## config.mk

```make
export PLATFORM = sky130hd
export DESIGN_NAME = instr_mem_loader
export DESIGN_NICKNAME = d
export VERILOG_FILES = /design/src/rtl/loader_pkg.sv /design/src/rtl/byte_packer.sv /design/src/rtl/instr_mem_loader.sv
export SDC_FILE = /design/constraint.sdc
export NUM_CORES = 1
export LEC_CHECK = 0
export CORE_MARGIN = 2
export CORE_UTILIZATION = 30
export CTS_BUF_LIST = sky130_fd_sc_hd__clkbuf_16
export CTS_CLUSTER_DIAMETER = 50
export DETAILED_ROUTE_END_ITERATION = 10
export GPL_TIMING_DRIVEN = 0
export SLEW_MARGIN = 20
export SYNTH_ARGS = -nofsm -noshare
export SYNTH_HDL_FRONTEND = slang
export SYNTH_SLANG_ARGS = --single-unit
```

## constraint.sdc

```tcl
create_clock -name clock -period 5.6 [get_ports clock]
set_clock_uncertainty 0.05 [all_clocks]
set_input_delay 0.84 -clock clock [delete_from_list [all_inputs] [get_ports clock]]
set_output_delay 0.84 -clock clock [all_outputs]
set_load 0.005 [all_outputs]
```

## src/rtl/loader_pkg.sv

```systemverilog
// Shared types and constants for the instruction memory loader.
// State encoding, header/word framing sizes and default memory depth.
package loader_pkg;

    typedef enum logic [2:0] {
        S_IDLE,
        S_LEN_HI,
        S_LEN_LO,
        S_DATA,
        S_CHECK,
        S_DONE,
        S_ERROR
    } state_t;

    localparam int HDR_LEN        = 2;
    localparam int BYTES_PER_WORD = 4;
    localparam int DEFAULT_DEPTH  = 69;

endpackage

```

## src/rtl/byte_packer.sv

```systemverilog
// Packs an MSB-first byte stream into 32-bit words.
// Ports: clock, reset, clear, en, byte_in -> word, word_valid (on 4th byte).
module byte_packer
    import loader_pkg::*;
(
    input  logic        clock,
    input  logic        reset,
    input  logic        clear,
    input  logic        en,
    input  logic [7:0]  byte_in,
    output logic [31:0] word,
    output logic        word_valid
);

    localparam logic [1:0] IDX_LAST = 2'(BYTES_PER_WORD - 1);

    logic [1:0]  idx;
    logic [23:0] sh;

    // The completed word is presented combinationally alongside the
    // 4th byte so the loader can register it into the write port.
    assign word       = {sh, byte_in};
    assign word_valid = en && (idx == IDX_LAST);

    always_ff @(posedge clock) begin
        if (reset || clear) begin
            idx <= 2'd0;
            sh  <= 24'd0;
        end else if (en) begin
            idx <= idx + 2'd1;
            sh  <= {sh[15:0], byte_in};
        end
    end

endmodule

```

## src/rtl/instr_mem_loader.sv

```systemverilog
// Loads a program image (count, MSB-first words, XOR checksum) into IMEM.
// Ports: clock, reset, start, in_valid/in_data/in_ready, mem_we/addr/wdata, cpu_hold, busy, done, error.
module instr_mem_loader
    import loader_pkg::*;
#(
    parameter int ADDR_WIDTH = 10,
    parameter int DEPTH      = DEFAULT_DEPTH
) (
    input  logic                  clock,
    input  logic                  reset,
    input  logic                  start,
    input  logic                  in_valid,
    input  logic [7:0]            in_data,
    output logic                  in_ready,
    output logic                  mem_we,
    output logic [ADDR_WIDTH-1:0] mem_addr,
    output logic [31:0]           mem_wdata,
    output logic                  cpu_hold,
    output logic                  busy,
    output logic                  done,
    output logic                  error
);

    localparam logic [15:0] DEPTH_W = 16'(DEPTH);

    state_t state, state_n;

    logic [7:0]            len_hi;
    logic [7:0]            csum;
    logic [15:0]           rem;
    logic [15:0]           count;
    logic [ADDR_WIDTH-1:0] waddr;
    logic                  accept;
    logic                  idle_like;
    logic                  load_start;
    logic                  pk_en;
    logic                  word_valid;
    logic [31:0]           word;

    assign busy = (state == S_LEN_HI) || (state == S_LEN_LO) ||
                  (state == S_DATA)   || (state == S_CHECK);

    assign in_ready = busy;
    assign cpu_hold = busy;
    assign done     = (state == S_DONE);
    assign error    = (state == S_ERROR);

    assign idle_like  = (state == S_IDLE) || (state == S_DONE) ||
                        (state == S_ERROR);
    assign load_start = idle_like && start;
    assign accept     = in_valid && in_ready;
    assign count      = {len_hi, in_data};
    assign pk_en      = accept && (state == S_DATA);

    byte_packer u_packer (
        .clock      (clock),
        .reset      (reset),
        .clear      (load_start),
        .en         (pk_en),
        .byte_in    (in_data),
        .word       (word),
        .word_valid (word_valid)
    );

    always_comb begin
        state_n = state;
        unique case (state)
            S_IDLE, S_DONE, S_ERROR: begin
                if (start) state_n = S_LEN_HI;
            end
            S_LEN_HI: begin
                if (accept) state_n = S_LEN_LO;
            end
            S_LEN_LO: begin
                if (accept) begin
                    if (count > DEPTH_W)
                        state_n = S_ERROR;
                    else if (count == 16'd0)
                        state_n = S_CHECK;
                    else
                        state_n = S_DATA;
                end
            end
            S_DATA: begin
                if (word_valid && rem == 16'd1) state_n = S_CHECK;
            end
            S_CHECK: begin
                if (accept)
                    state_n = (in_data == csum) ? S_DONE : S_ERROR;
            end
            default: state_n = S_IDLE;
        endcase
    end

    always_ff @(posedge clock) begin
        if (reset) state <= S_IDLE;
        else       state <= state_n;
    end

    // Write port is registered; reset wins over a write completing
    // in the same cycle.
    always_ff @(posedge clock) begin
        if (reset) begin
            len_hi    <= 8'd0;
            csum      <= 8'd0;
            rem       <= 16'd0;
            waddr     <= '0;
            mem_we    <= 1'b0;
            mem_addr  <= '0;
            mem_wdata <= 32'd0;
        end else begin
            mem_we <= 1'b0;
            if (load_start) begin
                csum     <= 8'd0;
                waddr    <= '0;
                mem_addr <= '0;
            end
            // Check byte itself is excluded from the running checksum.
            if (accept && state != S_CHECK)
                csum <= csum ^ in_data;
            if (accept && state == S_LEN_HI)
                len_hi <= in_data;
            if (accept && state == S_LEN_LO)
                rem <= count;
            if (word_valid) begin
                mem_we    <= 1'b1;
                mem_addr  <= waddr;
                mem_wdata <= word;
                waddr     <= waddr + ADDR_WIDTH'(1);
                rem       <= rem - 16'd1;
            end
        end
    end

endmodule

```

## Word level (Yosys, flattened, before mapping)

Index checks and enable logic that the tools add are counted.
Widths: inputs -> output; s select.

| operators by class | value |
|---|---|
| eq/ne operators | 15 |
| bitwise gates (word level) | 1 |
| magnitude comparators | 1 |
| reduce and logical (&&, ||, !) cells | 21 |
| add/subtract/negate cells | 3 |
| multiplexer cells | 17 |

Operators with widths:

| operator | number |
|---|---|
| $mux 16 | 2 |
| $mux 10 | 3 |
| $mux 3 | 7 |
| $eq 16x1->1 const B | 1 |
| $gt 16x7->1 const B | 1 |
| $logic_not 16->1 | 1 |
| $mux 8 | 2 |
| $sub 16x1->16 const B | 1 |
| $pmux 3 s5 | 1 |
| $add 10x1->10 const B | 1 |
| $eq 3x3->1 const B | 3 |
| $eq 8x8->1 | 1 |
| $logic_and 1x1->1 | 8 |
| $ne 2x2->1 const B | 4 |
| $xor 8x8->8 | 1 |
| $eq 3x2->1 const B | 2 |
| $logic_or 1x1->1 | 6 |
| $reduce_bool 2->1 | 3 |
| $reduce_and 5->1 | 1 |
| $eq 3x1->1 const B | 1 |
| $logic_not 3->1 | 1 |
| $ne 3x3->1 const B | 1 |
| $reduce_or 3->1 | 1 |
| $add 2x1->2 const B | 1 |
| other kinds (4) | 4 |

| storage, ports and cells | value |
|---|---|
| flip-flop bits (word level) | 114 |
| output and inout port bits | 48 |
| input bits | 12 |
| word-level logic and storage cells | 68 |

## Logic depth before layout (Yosys ltp)

| logic depth | value |
|---|---|
| depth after elaboration | 10 |
| depth in mapped cells | 8 |
| depth with buffers taken out | 6 |

## Hierarchy

Synthesis repeated with hierarchy kept, for this count alone.

| second synthesis, totals | value |
|---|---|
| cells, all modules | 532 |
| area, all modules | 5,098.6 um^2 |

Modules (own cells, without submodules):

| module | cells each | area each (um^2) | seq. area each (um^2) | instances |
|---|---|---|---|---|
| instr_mem_loader | 437 | 4,058.9 | 1,761.7 | 1 |
| byte_packer | 95 | 1,039.7 | 520.5 | 1 |

## Worst setup path after synthesis

No wires, ideal clock.

| timing | value |
|---|---|
| kind | input port to flip-flop |
| start point | input in_valid |
| end point | register rem[0] |
| data required time | 5.422 ns |
| stages | 7 |
| setup slack | 3.478 ns |
| setup time | 0.128 ns |
| path buffers | 2 |
| data arrival time | 1.944 ns |
| cells stage by stage | and4b_1 > buf_2 > nand2_1 > clkbuf_1 > nor2_1 > a221oi_1 > nor2_1 |

| between the ends | value |
|---|---|
| longest elaborated chain between the ends | 4 |
| elaborated cells on any way between the ends | 6 |
| those cells by class | mux (1); reduce/logical (5) |

RTL lines:

| item | line | source |
|---|---|---|
| start: declaration | instr_mem_loader.sv:12 | `input logic in_valid,` |
| $logic_and 1x1->1 (*) | instr_mem_loader.sv:51 | `assign accept = in_valid && in_ready;` |
| $logic_and 1x1->1 | instr_mem_loader.sv:53 | `assign pk_en = accept && (state == S_DATA);` |
| $logic_and 1x1->1 | byte_packer.sv:23 | `assign word_valid = en && (idx == IDX_LAST);` |
| $mux 16 / $reduce_bool 2->1 (equally long branches) | -- |  |
| end signal: assignment | instr_mem_loader.sv:124 | `rem <= count;` |
| end signal: assignment | instr_mem_loader.sv:130 | `rem <= rem - 16'd1;` |
| end: declaration | instr_mem_loader.sv:30 | `logic [15:0] rem;` |

Every way passes the cells marked *; elsewhere a longest branch is shown, timed or not.
A chain may end at the register's enable or synchronous reset.

## Worst setup path after layout

| timing | value |
|---|---|
| start point | register state[1] |
| end point | output in_ready |

| between the ends | value |
|---|---|
| longest elaborated chain between the ends | 4 |
| elaborated cells on any way between the ends | 7 |
| those cells by class | eq/ne (4); reduce/logical (3) |

RTL lines:

| item | line | source |
|---|---|---|
| start: declaration | instr_mem_loader.sv:26 | `state_t state, state_n;` |
| start signal: assignment | instr_mem_loader.sv:97 | `else state <= state_n;` |
| $eq 3x1->1 / $eq 3x2->1 (equally long branches) | instr_mem_loader.sv:40 | `assign busy = (state == S_LEN_HI) \|\| (state == S_LEN_LO) \|\|` |
| $logic_or 1x1->1 (2 in a row) | instr_mem_loader.sv:40 |  |
| $logic_or 1x1->1 (*) | instr_mem_loader.sv:41 | `(state == S_DATA) \|\| (state == S_CHECK);` |
| end: declaration | instr_mem_loader.sv:14 | `output logic in_ready,` |

Marks and branches as above.

==> flow_metrics.py <==
metrics = {
    "timing": {
        "period_share_pct": 54.73,
        "maxSlewViolCount": 0,
        "tns_ns": 0,
        "finalSetupViolCount": 0,
        "slew_headroom_pct": 52.75,
        "worst_pin_slew_ns": 0.7028,
        "grt_setup_unrepaired": "false",
        "hold_viol_final": 0,
        "clock.fmax_ghz": 0.3263,
        "fin_crit_ns": 3.065,
        "fin_hold_ws_ns": 0.4003,
    },
    "synthesis": {
        "ys_warn_count": 0,
        "ys.flop_type": "dfxtp_1",
        "synth_area_per_cell_um2": 7.752,
        "syn_area_mm2": 0.004922,
        "yosysSeqAreaShare_pct": 46.37,
        "synth_edf_count": 0,
        "postSynthCellCount": 635,
        "synth_nets": 651,
        "synth.distinct_cells": 56,
        "async_reset_ff_share_pct": 0,
        "synth-seq-cells": 114,
    },
    "worst_setup_path": {
        "required_ns": 4.71,
        "cp-end-kind": "primary output",
        "crit_chain": "clkbuf_1 -> nor2_1 -> xnor2_1 -> buf_4 -> clkdlybuf4s50_1",
        "worstSetupPathType": "register to primary output",
        "crit_path_start_kind": "register",
        "r2r_cells": 8,
        "cp_max_fo": 10,
        "slowest_delay_ns": 0.49,
        "arrival_ns": 2.17,
        "slowest_stage": "clkdlybuf4s50_1",
    },
    "grt": {
        "grt_max_degree": 17,
        "first_global_vias": 4355,
        "grt_first_pass_wirelength_um": 22770,
        "grt_overflow": 0,
        "grt_antenna_before_repair": 0,
        "gr-usage-all-layers_pct": 16.40,
    },
    "floorplanning": {
        "ioPinCount": 60,
        "start_util_pct": 30.87,
        "dieArea_mm2": 0.01745,
        "core_mm2": 0.01594,
        "num_rows": 46,
        "die_h_um": 132.1,
        "die_x_um": 132.1,
    },
    "routing": {
        "drt_wl_total_um": 13970,
        "ant_nets": 0,
        "drtPass1Iterations": 5,
        "drt-vias-per-instance": 5.038,
        "wl_per_cell_um": 15.00,
        "vias": 4690,
        "initialDrtViolationCount": 419,
        "drc_errors": 0,
    },
    "layout": {
        "antenna-diode-count": 0,
        "area_delta_synth_final_pct": 26.56,
        "seq_area_mm2": 0.002282,
        "fill_cells": 1687,
        "multiInputGateArea_mm2": 0.002374,
        "fin_nets": 720,
        "layoutNonFillerInstCount": 931,
        "final_core_util_pct": 39.08,
        "drive_gt1_share_pct": 5.175,
    },
    "worst_hold_path": {
        "min_path_cells": 2,
        "hold_class": "register to register",
    },
    "clocking": {
        "clock_latency_ns": 0.42,
        "ctsHoldBuffers": 0,
        "h-tree-depth": 4,
        "clock_path_buffers": 2,
        "cts_sinks": 114,
        "cts_resized": 0,
        "clockRootBuffer": "clkbuf_16",
        "cts_buffers": 17,
        "path_clk_slew_ns": 0.05,
        "cts_tree": "built",
        "cts_setup_buffers": 0,
    },
    "power": {
        "p_leak_nw": 2.031,
        "ir_drop_mv": 0.2312,
        "pwr_density_cell_mw_per_mm2": 380.2,
    },
    "placement": {
        "portBuffers": 50,
        "hpwl_um": 9613,
        "dp.cells": 901,
        "gp_congestion": 0.8847,
    },
    "outcome": {
        "status": "finished clean",
    },
    "run": {
        "maxCapViolCount": 0,
    },
}
metal layers:
metal | global-route usage (%) | share of wire (%)
met5 | 0 | 0
met3 | 3.537 | 5.4
met2 | 24.02 | 43
met1 | 22.84 | 48
met4 | 7.911 | 2.6
power breakdown:
group / switching, mW / internal (mW) / total [mW]
clock: 0.354 / 0.630 / 0.985
combinational: 0.306 / 0.193 / 0.498
sequential: 0.0347 / 0.851 / 0.886
flip-flops by register name, summed over array words and instances, names as in the netlist:
register	cells
mem_we	1
mem_addr	10
rem	16
len_hi	8
state	3
csum	8
mem_wdata	32
u_packer.sh	24
u_packer.idx	2
waddr	10
through the flow:
step | setup WS [ns] | power (mW) | area (µm²)
2_1_floorplan | 3.478 | 1.241 | 4922
4_1_cts | 2.514 | 2.380 | 6223
3_3_place_gp | 2.300 | 1.397 | 5693
3_5_place_dp | 2.307 | 1.396 | 5693
5_1_grt | 2.368 | 2.479 | 6230
6_report | 2.535 | 2.369 | 6230
area by class of cell:
type | instances | area share (%)
multi-input combinational | 453 | 38.10
sequential | 114 | 36.63
timing repair buffer | 50 | 8.034
clock buffer | 17 | 6.829
tap | 216 | 4.338
buffer | 55 | 3.595
clock inverter | 13 | 1.687
inverter | 13 | 0.7833
synthesized netlist by cell type (2+ instances only):
library cell | instances | area, µm²
ha_1 | 4 | 50.05
o32ai_1 | 8 | 70.07
o311ai_0 | 2 | 17.52
nand2_1 | 154 | 578.1
or4_1 | 2 | 15.01
nand3b_1 | 8 | 60.06
dfxtp_1 | 114 | 2282
a22oi_1 | 2 | 15.01
a211oi_1 | 4 | 30.03
buf_1 | 2 | 7.510
a21oi_1 | 105 | 525.5
a221oi_1 | 3 | 26.28
a2bb2oi_1 | 2 | 17.52
inv_1 | 12 | 45.04
and3_1 | 3 | 18.77
o21ai_1 | 2 | 10.01
clkbuf_1 | 43 | 161.4
nor3_1 | 7 | 35.03
nor2_1 | 36 | 135.1
xnor2_1 | 2 | 17.52
xor2_1 | 10 | 87.58
buf_2 | 8 | 40.04
a31oi_1 | 6 | 37.54
or3_1 | 4 | 25.02
nor4_1 | 8 | 50.05
o21ai_0 | 5 | 25.02
a311oi_1 | 4 | 35.03
nor2b_1 | 5 | 31.28
nand2b_1 | 8 | 50.05
nand4_1 | 7 | 43.79
o211ai_1 | 3 | 22.52
buf_4 | 2 | 15.01
nand3_1 | 27 | 135.1
kinds of logic (layout without fill, tap and decap cells):
| kind of cell | after synthesis | after routing | share of synthesized area (%) |
|---|---|---|---|
| AND/OR/NAND/NOR | 278 | 278 | 25.83 |
| AO/OA/AOI/OAI | 158 | 158 | 18.89 |
| flip-flops | 114 | 114 | 46.37 |
| buffers and inverters | 68 | 148 | 5.541 |
| XOR/XNOR | 12 | 12 | 2.135 |
| adder cells (fa/ha/maj) | 4 | 4 | 1.017 |
| multiplexers | 1 | 1 | 0.2288 |
cell usage in the layout, fill, tap and decap left out, types with 3 or more instances in the layout:
master,instances
nor3_1,7
nand2_1,154
clkinv_1,6
and3_1,3
o211ai_1,3
nand4_1,7
inv_1,15
clkbuf_1,43
ha_1,4
buf_2,8
nor2_1,36
clkbuf_16,17
clkdlybuf4s50_1,50
a31oi_1,6
xor2_1,10
a21oi_1,105
nand3_1,27
a221oi_1,3
o21ai_0,5
o32ai_1,8
nand2b_1,8
or3_1,4
nor2b_1,5
nor4_1,7
nand3b_1,8
clkinv_2,3
a311oi_1,4
a211oi_1,4
dfxtp_1,114
critical path: cells and delay by family, from the launching register on:
family                    cells  cell delay, ns
buffers and inverters         3            0.99
DFF                           1            0.40
xor gates and xnor gates      1            0.24
and+or+nand+nor               1            0.13
final timing paths:
path / from / slack, ns / end
setup / recovery: state[1]$_SDFFE_PP0P_ / 2.54 / in_ready
hold / removal: mem_wdata[23]$_SDFFE_PP0N_ / 0.40 / mem_wdata[23]$_SDFFE_PP0N_
setup reg to reg: state[2]$_SDFFE_PP0P_ / 3.14 / rem[0]$_SDFFE_PP0P_
hold reg to reg: mem_wdata[23]$_SDFFE_PP0N_ / 0.40 / mem_wdata[23]$_SDFFE_PP0N_
(Power assumes the default switching activity.)
